`config.mk`:
```
export PLATFORM = sky130hd
export DESIGN_NAME = evt_readout_ctrl
export DESIGN_NICKNAME = d
export VERILOG_FILES = /design/src/rtl/evt_readout_ctrl.sv
export SDC_FILE = /design/constraint.sdc
export NUM_CORES = 1
export LEC_CHECK = 0
export ABC_AREA = 0
export BUFFER_PORTS_ARGS = -buffer_cell sky130_fd_sc_hd__clkbuf_2
export CAP_MARGIN = 20
export CORE_MARGIN = 5
export CORE_UTILIZATION = 54
export DETAILED_ROUTE_END_ITERATION = 7
export MAX_ROUTING_LAYER = met4
export PLACE_DENSITY = 0.8
export SETUP_SLACK_MARGIN = 0.3
export SLEW_MARGIN = 10
export SYNTH_ARGS = -nofsm -noshare
export SYNTH_HDL_FRONTEND = slang
export SYNTH_SLANG_ARGS = --single-unit
```
`constraint.sdc`:
```
create_clock -name RDCLK -period 4 [get_ports RDCLK]
set_input_delay 0.6 -clock RDCLK [delete_from_list [all_inputs] [get_ports RDCLK]]
set_output_delay 0.6 -clock RDCLK [all_outputs]
set_load 0.1 [all_outputs]
```
`src/rtl/evt_readout_ctrl.sv`:
```
`timescale 1ns/1ps
// ---------------------------------------------------------------------------
// evt_readout_ctrl
//   Event readout sequencer. Pops one L1A entry, emits a 4-word header,
//   then for each of SAMP_MAX+1 samples reads all 16 channel FIFOs at once
//   and streams the 16 channel words. It ends the event with a trailer word
//   that carries the total word count. The output uses a valid/ready
//   handshake, and DAQ_DATA/DAQ_VALID hold steady while stalled.
//
//   Optional feature macro: DAQ_TIMEOUT_EN
//     When this macro is defined, waiting in SMP_RD for non-empty channel
//     FIFOs is bounded by TMO_LIMIT cycles. On expiry the event is closed
//     with an F trailer and the sticky ERR flag is set. When the macro is
//     undefined, the block waits forever and ERR is tied low.
//
// Parameters
//   TMO_LIMIT      stall cycles in SMP_RD before abort (timeout build only)
// Ports
//   RDCLK          clock, all logic on rising edge
//   RST            synchronous active-high reset
//   SAMP_MAX[6:0]  samples per event minus one, latched at event start
//   RDY            L1A sample FIFO not empty
//   L1A_SMP_OUT    {phase, match, l1amcnt[11:0], l1acnt[23:0]}
//   OVRLP_SMP_OUT  overlap status of the popped L1A entry
//   DOUT_16CH      16 x 12-bit channel FIFO data, ch N at [12N+11:12N]
//   FMT[15:0]      channel FIFO empty flags
//   RD_ENA[15:0]   channel FIFO read enables
//   L1A_RD_EN      L1A FIFO read enable
//   DAQ_DATA       output word
//   DAQ_VALID      output word valid
//   DAQ_READY      downstream accepts word
//   BUSY           high whenever the FSM is not idle
//   EVT_CNT        completed event counter (wraps)
//   ERR            sticky timeout flag
// ---------------------------------------------------------------------------
module evt_readout_ctrl #(
    parameter int TMO_LIMIT = 4095
) (
    input  logic         RDCLK,
    input  logic         RST,
    input  logic [6:0]   SAMP_MAX,
    input  logic         RDY,
    input  logic [37:0]  L1A_SMP_OUT,
    input  logic [6:0]   OVRLP_SMP_OUT,
    input  logic [191:0] DOUT_16CH,
    input  logic [15:0]  FMT,
    output logic [15:0]  RD_ENA,
    output logic         L1A_RD_EN,
    output logic [15:0]  DAQ_DATA,
    output logic         DAQ_VALID,
    input  logic         DAQ_READY,
    output logic         BUSY,
    output logic [15:0]  EVT_CNT,
    output logic         ERR
);

    // A limit below 2 leaves no room for a single stall cycle.
    if (TMO_LIMIT < 2) begin : g_tmo_chk
        $error("TMO_LIMIT must be at least 2");
    end

    typedef enum logic [2:0] {
        IDLE, HDR_RD, HDR_WT, HDR_OUT, SMP_RD, SMP_CAP, SMP_OUT, TRL
    } state_t;

    state_t state, state_nxt;

    logic [6:0]        smax_q;     // latched SAMP_MAX for this event
    logic [6:0]        smp_idx;    // current sample number
    logic [3:0]        ch_idx;     // current channel in SMP_OUT
    logic [1:0]        hdr_idx;    // current header word
    logic [11:0]       wcnt;       // words accepted so far this event
    logic [37:0]       l1a_q;
    logic [6:0]        ovrlp_q;
    logic [15:0][11:0] smp_q;      // one captured sample, all channels
    logic [15:0]       evt_cnt_q;
    logic              out_vld;
    logic              xfer;
    logic [3:0]        trl_nib;

`ifdef DAQ_TIMEOUT_EN
    localparam int            TMO_W    = $clog2(TMO_LIMIT);
    localparam logic [TMO_W-1:0] TMO_LAST = TMO_W'(TMO_LIMIT - 1);

    logic [TMO_W-1:0] stall_cnt;
    logic             tmo_hit;
    logic             tmo_q;       // this event ended on a timeout
    logic             err_q;

    assign trl_nib = tmo_q ? 4'hF : 4'hE;
    assign ERR     = err_q;
`else
    assign trl_nib = 4'hE;
    assign ERR     = 1'b0;
`endif

    // Valid depends only on state, so DAQ_DATA/DAQ_VALID cannot change
    // while a word is stalled: nothing advances without xfer.
    assign out_vld = ~RST & ((state == HDR_OUT) | (state == SMP_OUT) | (state == TRL));
    assign xfer    = out_vld & DAQ_READY;
    assign BUSY    = (state != IDLE);
    assign EVT_CNT = evt_cnt_q;

    always_ff @(posedge RDCLK) begin
        if (RST) state <= IDLE;
        else     state <= state_nxt;
    end

    always_comb begin
        state_nxt = state;
        RD_ENA    = '0;
        L1A_RD_EN = 1'b0;
        DAQ_VALID = out_vld;
        DAQ_DATA  = '0;
`ifdef DAQ_TIMEOUT_EN
        tmo_hit   = 1'b0;
`endif
        case (state)
            IDLE: begin
                if (RDY) state_nxt = HDR_RD;
            end
            HDR_RD: begin
                L1A_RD_EN = 1'b1;
                state_nxt = HDR_WT;
            end
            HDR_WT: begin
                // L1A FIFO output becomes valid this cycle and is
                // registered on the edge that leaves this state.
                state_nxt = HDR_OUT;
            end
            HDR_OUT: begin
                case (hdr_idx)
                    2'd0:    DAQ_DATA = {4'hA, l1a_q[23:12]};
                    2'd1:    DAQ_DATA = {4'hA, l1a_q[11:0]};
                    2'd2:    DAQ_DATA = {4'hB, l1a_q[35:24]};
                    default: DAQ_DATA = {4'hC, l1a_q[37], l1a_q[36], 3'b000, ovrlp_q};
                endcase
                if (xfer && hdr_idx == 2'd3) state_nxt = SMP_RD;
            end
            SMP_RD: begin
                if (FMT == 16'h0000) begin
                    RD_ENA    = 16'hFFFF;
                    state_nxt = SMP_CAP;
                end
`ifdef DAQ_TIMEOUT_EN
                else if (stall_cnt == TMO_LAST) begin
                    tmo_hit   = 1'b1;
                    state_nxt = TRL;
                end
`endif
            end
            SMP_CAP: begin
                state_nxt = SMP_OUT;
            end
            SMP_OUT: begin
                DAQ_DATA = {ch_idx, smp_q[ch_idx]};
                if (xfer && ch_idx == 4'hF)
                    state_nxt = (smp_idx == smax_q) ? TRL : SMP_RD;
            end
            TRL: begin
                // Count includes the trailer itself.
                DAQ_DATA = {trl_nib, wcnt + 12'd1};
                if (xfer) state_nxt = IDLE;
            end
            default: state_nxt = IDLE;
        endcase
        // Strobes and data are forced low during reset, even in the cycle
        // before the state register clears.
        if (RST) begin
            RD_ENA    = '0;
            L1A_RD_EN = 1'b0;
            DAQ_DATA  = '0;
        end
    end

    always_ff @(posedge RDCLK) begin
        if (RST) begin
            smax_q    <= '0;
            smp_idx   <= '0;
            ch_idx    <= '0;
            hdr_idx   <= '0;
            wcnt      <= '0;
            l1a_q     <= '0;
            ovrlp_q   <= '0;
            smp_q     <= '0;
            evt_cnt_q <= '0;
        end else begin
            case (state)
                IDLE: begin
                    if (RDY) begin
                        smax_q  <= SAMP_MAX;
                        smp_idx <= '0;
                        ch_idx  <= '0;
                        hdr_idx <= '0;
                        wcnt    <= '0;
                    end
                end
                HDR_WT: begin
                    l1a_q   <= L1A_SMP_OUT;
                    ovrlp_q <= OVRLP_SMP_OUT;
                end
                HDR_OUT: begin
                    if (xfer) begin
                        hdr_idx <= hdr_idx + 2'd1;
                        wcnt    <= wcnt + 12'd1;
                    end
                end
                SMP_CAP: begin
                    smp_q <= DOUT_16CH;
                end
                SMP_OUT: begin
                    if (xfer) begin
                        ch_idx <= ch_idx + 4'd1;   // wraps to 0 after ch15
                        wcnt   <= wcnt + 12'd1;
                        if (ch_idx == 4'hF && smp_idx != smax_q)
                            smp_idx <= smp_idx + 7'd1;
                    end
                end
                TRL: begin
                    if (xfer) evt_cnt_q <= evt_cnt_q + 16'd1;
                end
                default: ;
            endcase
        end
    end

`ifdef DAQ_TIMEOUT_EN
    always_ff @(posedge RDCLK) begin
        if (RST) begin
            stall_cnt <= '0;
            tmo_q     <= 1'b0;
            err_q     <= 1'b0;
        end else begin
            // Counts cycles spent in SMP_RD; restarts on every entry.
            if (state == SMP_RD) stall_cnt <= stall_cnt + 1'b1;
            else                 stall_cnt <= '0;
            if (state == IDLE && RDY) tmo_q <= 1'b0;
            if (tmo_hit) begin
                tmo_q <= 1'b1;
                err_q <= 1'b1;
            end
        end
    end
`endif

endmodule

```
==> flow_summary.rst <==
.. list-table::
   :header-rows: 1

   * - Metric
     - Value
   * - Result of the run
     - finished clean
   * - Hold slack final
     - 0.258 ns
   * - Critical path class
     - reg2out
   * - Switching share of power
     - 0.231
   * - Max VDD drop
     - 278 uV
   * - Die outline width
     - 165 um
   * - Worst Setup End Kind
     - output port
   * - Switching component of the power
     - approximately 1.4 mW
   * - DRC violations left
     - 0
   * - Routability-driven placement congestion ratio
     - approximately 0.9
   * - Clock slew at the register clock pins of the worst setup and hold paths
     - ~0.060 ns
   * - Vias in the first global route
     - 11,800
   * - Number of antenna repair diodes
     - 0
   * - Initial antenna violation count
     - 0
   * - Number of H-tree levels
     - 1
   * - Maximum fanout encountered on the critical timing path
     - 12
   * - Maximum cell stage delay along the critical path
     - 0.47 ns
   * - Per-cell routed wire length
     - 18.2 um
   * - GR Util All Layers
     - 0.287
   * - Worst Path Buf+Inv
     - 2
   * - Starting density of the core
     - 0.549
   * - Cell Area, Placed
     - 14,500 um^2
   * - Power Density
     - 394 nW/um^2
   * - Die footprint
     - 27,100 um^2
   * - Worst-skew pair later-pin latency
     - roughly 0.56 ns
   * - Sequential share of the synthesized area
     - 0.446
   * - Fraction of power consumed by combinational cells
     - 0.068
   * - Number of nets at the end of the flow
     - around 2,100
   * - Die Height
     - 165 um
   * - 1st-iter DRT viols
     - around 1,500
   * - Routed via count
     - 12,300
   * - Mapped Avg Cell Area
     - between 8 and 9 um^2
   * - Wire length of the first global-routing pass
     - approximately 60,000 um
   * - Post-DP HPWL
     - 28,600 um
   * - Area of all sequential standard cells
     - 5780 um^2
   * - Filler instances
     - 1,931
   * - Clock group share of total power
     - 0.455
   * - Maximum number of pins on one net before global-route repair
     - 226
   * - Number of synthesized flops with an enable pin
     - 0
   * - First-pass detailed-route iteration total
     - 6
   * - Number of cell rows
     - 56
   * - Area of combinational cells with multiple inputs
     - 6520 um^2
   * - Cell Area, Synth
     - around 13,000 um^2
   * - Avg Vias per Cell
     - around 5.7
   * - Overall routed net length
     - 39,600 um
   * - Cell area after layout
     - 15,600 um^2
   * - Number of distinct library cells after synthesis
     - 56
   * - Primary flip-flop cell chosen by synthesis mapping
     - dfxtp_1
   * - Worst clock skew
     - 0.0109 ns
   * - TritonCTS Buffers
     - 29
   * - Fin. Hold Viols
     - 0
   * - Number of warning messages in the yosys log
     - 0
   * - Cell family with most CP delay
     - compound AO/OA/AOI/OAI gates
   * - Fraction of layout cells with a size suffix above 1
     - 0.241
   * - Detail Route Antenna Nets
     - 0
   * - Async SR Flop Fraction
     - 0
   * - Unrepaired setup endpoints after global routing
     - false
   * - WP data arrival
     - 3.00 ns
   * - Worst path slowest cell
     - a222oi_1
   * - Crit path cell chain
     - inv_1 -> ha_1 -> a222oi_1 -> o21ai_0 -> a221oi_1 -> nor2_1 -> clkbuf_2
   * - WP data required
     - 3.40 ns
   * - Slew margin rel.
     - 0.268
   * - Buffer type at the clock tree root
     - clkbuf_16
   * - Hold crit path type
     - in2reg
   * - Port bufs
     - ~310
   * - Setup violation total in the final timing report
     - 0
   * - Total power consumption of the routed design
     - 6.16 mW
   * - Worst-Margin Slew
     - 1.09 ns
   * - Count of pins over their slew limit
     - 0
   * - Fraction of the cycle the final worst path needs
     - 0.900
   * - Final critical delay including setup and external delays
     - about 3.6 ns
   * - Leakage component of the power
     - a little under 6 nW
   * - CTS Buffer Depth
     - 3
   * - Syn_nets
     - 1,870
   * - Sink count of the clock tree
     - 288
   * - Flops & latches, synth
     - 288
   * - IO Pins
     - 316
   * - Startpoint types
     - register
   * - Area of the core
     - 23,500 um^2
   * - Seq pwr share
     - 0.476
   * - CTS tree
     - done
   * - Int Power
     - about 4.7 mW
   * - Global route overflow
     - 0
   * - Number of maximum-capacitance constraint violations
     - 0
   * - Maximum clock frequency
     - 278 MHz
   * - Post-cts hold buffer count
     - 0
   * - Layout overhead on the synthesized area
     - 20.8%
   * - Mapped Cells
     - ~1,600
[flip-flops by register name (all words and copies together), names as in the netlist]
register and count:
l1a_q 38, ovrlp_q 7, smp_idx 7, smax_q 7, wcnt 12, smp_q 192, ch_idx 4, state 3
EVT_CNT 16, hdr_idx 2
[layout make-up]
class                      count  share of cell area
clock inverter                10              0.0108
multi-input combinational   1159               0.417
inverter                       9             0.00216
sequential                   288               0.370
tap                          319              0.0255
clock buffer                  44              0.0520
timing repair buffer         342               0.123
[routing by layer]
metal | up-vias | global-route usage | part of all wire
met5 | - | - | 0
met4 | 0 | 0.0964 | 0.038
met3 | 93 | 0.0492 | 0.088
met2 | 616 | 0.467 | 0.48
met1 | 5693 | 0.365 | 0.40
li1 | 5882 | - | -
[cell families after synthesis]
logic type / share of synthesized area
flip-flops: 0.446
AND/OR/NAND/NOR: 0.220
XOR/XNOR: 0.0237
adder cells (fa/ha/maj): 0.00871
multiplexers: 0.0913
buffers and inverters: 0.0519
AO/OA/AOI/OAI: 0.158
other: 0.000290
[timing repair]
item                                   in CTS  in global routing
gates cloned                                0                  0
pin swaps                                   0                  0
setup buffers                               2                  8
setup endpoints to repair                   9                 26
endpoints found under the hold margin       0                  0
resized for setup                           1                  4
[per-stage QoR]
step	util	worst slack [ns]	instances	setup TNS [ns]
after floorplan	-	-0.0355	1597	-0.0710
after global placement	0.617	0.711	2106	0
after detailed placement	0.617	0.662	2106	0
after CTS	0.660	0.262	2162	0
after global routing	0.664	0.304	2171	0
final	0.664	0.400	2171	0
[final timing paths]
| path | start | end | slack (ns) | cells past startpoint |
|---|---|---|---|---|
| min reg2reg | smp_q[18]$_SDFFE_PP0P_ | smp_q[18]$_SDFFE_PP0P_ | 0.45 | 2 |
| min | DOUT_16CH[38] | smp_q[38]$_SDFFE_PP0P_ | 0.26 | 3 |
| max reg2reg | state[1]$_SDFFE_PP0P_ | smp_q[172]$_SDFFE_PP0P_ | 1.47 | 5 |
| max | hdr_idx[0]$_SDFFE_PP0P_ | DAQ_DATA[5] | 0.40 | 7 |
[cell usage after synthesis (2+ instances only)]
| library cell | instances | area share |
|---|---|---|
| a21oi_1 | 281 | 0.11 |
| a221oi_1 | 7 | 0.0047 |
| a222oi_1 | 12 | 0.0093 |
| a22oi_1 | 15 | 0.0087 |
| a31oi_1 | 2 | 0.00097 |
| a32oi_1 | 2 | 0.0014 |
| and2_1 | 9 | 0.0044 |
| and3_1 | 7 | 0.0034 |
| and4_1 | 4 | 0.0027 |
| buf_1 | 4 | 0.0012 |
| buf_2 | 18 | 0.0070 |
| buf_4 | 19 | 0.011 |
| buf_6 | 2 | 0.0017 |
| clkbuf_1 | 98 | 0.028 |
| dfxtp_1 | 288 | 0.45 |
| ha_1 | 9 | 0.0087 |
| inv_1 | 8 | 0.0023 |
| mux2_2 | 3 | 0.0026 |
| mux2i_1 | 10 | 0.0077 |
| mux4_2 | 46 | 0.080 |
| nand2_1 | 521 | 0.15 |
| nand2b_1 | 7 | 0.0034 |
| nand3_1 | 21 | 0.0081 |
| nand3b_1 | 7 | 0.0041 |
| nand4_1 | 10 | 0.0048 |
| nor2_1 | 59 | 0.017 |
| nor2b_1 | 6 | 0.0029 |
| nor3_1 | 11 | 0.0043 |
| nor3b_1 | 3 | 0.0017 |
| nor4_1 | 4 | 0.0019 |
| o211ai_1 | 2 | 0.0012 |
| o21ai_0 | 31 | 0.012 |
| o21ai_1 | 2 | 0.00077 |
| o22ai_1 | 4 | 0.0019 |
| or3_1 | 11 | 0.0053 |
| xnor2_1 | 14 | 0.0095 |
| xor2_1 | 21 | 0.014 |
[cell usage in the layout, fill, tap and decap left out, types with 8 or more instances in the layout]
master     Yosys  layout
nand2_1      521     521
clkbuf_2       0     307
dfxtp_1      288     284
a21oi_1      281     281
nor2_1        59      59
mux4_2        46      46
o21ai_0       31      31
clkbuf_16      0      29
nand3_1       21      21
xor2_1        21      21
buf_4         19      21
a22oi_1       15      15
xnor2_1       14      14
a222oi_1      12      12
clkbuf_1      98      12
nor3_1        11      10
nand4_1       10      10
mux2i_1       10      10
or3_1         11      10
and2_1         9       9
ha_1           9       9
inv_1          8       8
[worst reg2reg max path: cells and delay by family (launching register included)]
| family | cells | cell delay (ns) |
|---|---|---|
| buffers and inverters | 2 | 0.93 |
| and+or+nand+nor | 2 | 0.83 |
| AOI/OAI and AO/OA | 1 | 0.19 |
| DFF | 1 | 0.50 |
[power groups by stage]
stage	Combinational (mW)	Sequential [mW]	Clock, mW
after floorplan	0.235	2.99	0
after global placement	0.409	3.00	0
after detailed placement	0.415	3.00	0
after CTS	0.418	2.94	2.83
after global routing	0.462	2.94	2.95
final	0.422	2.94	2.81
(Power assumes the default switching activity.)
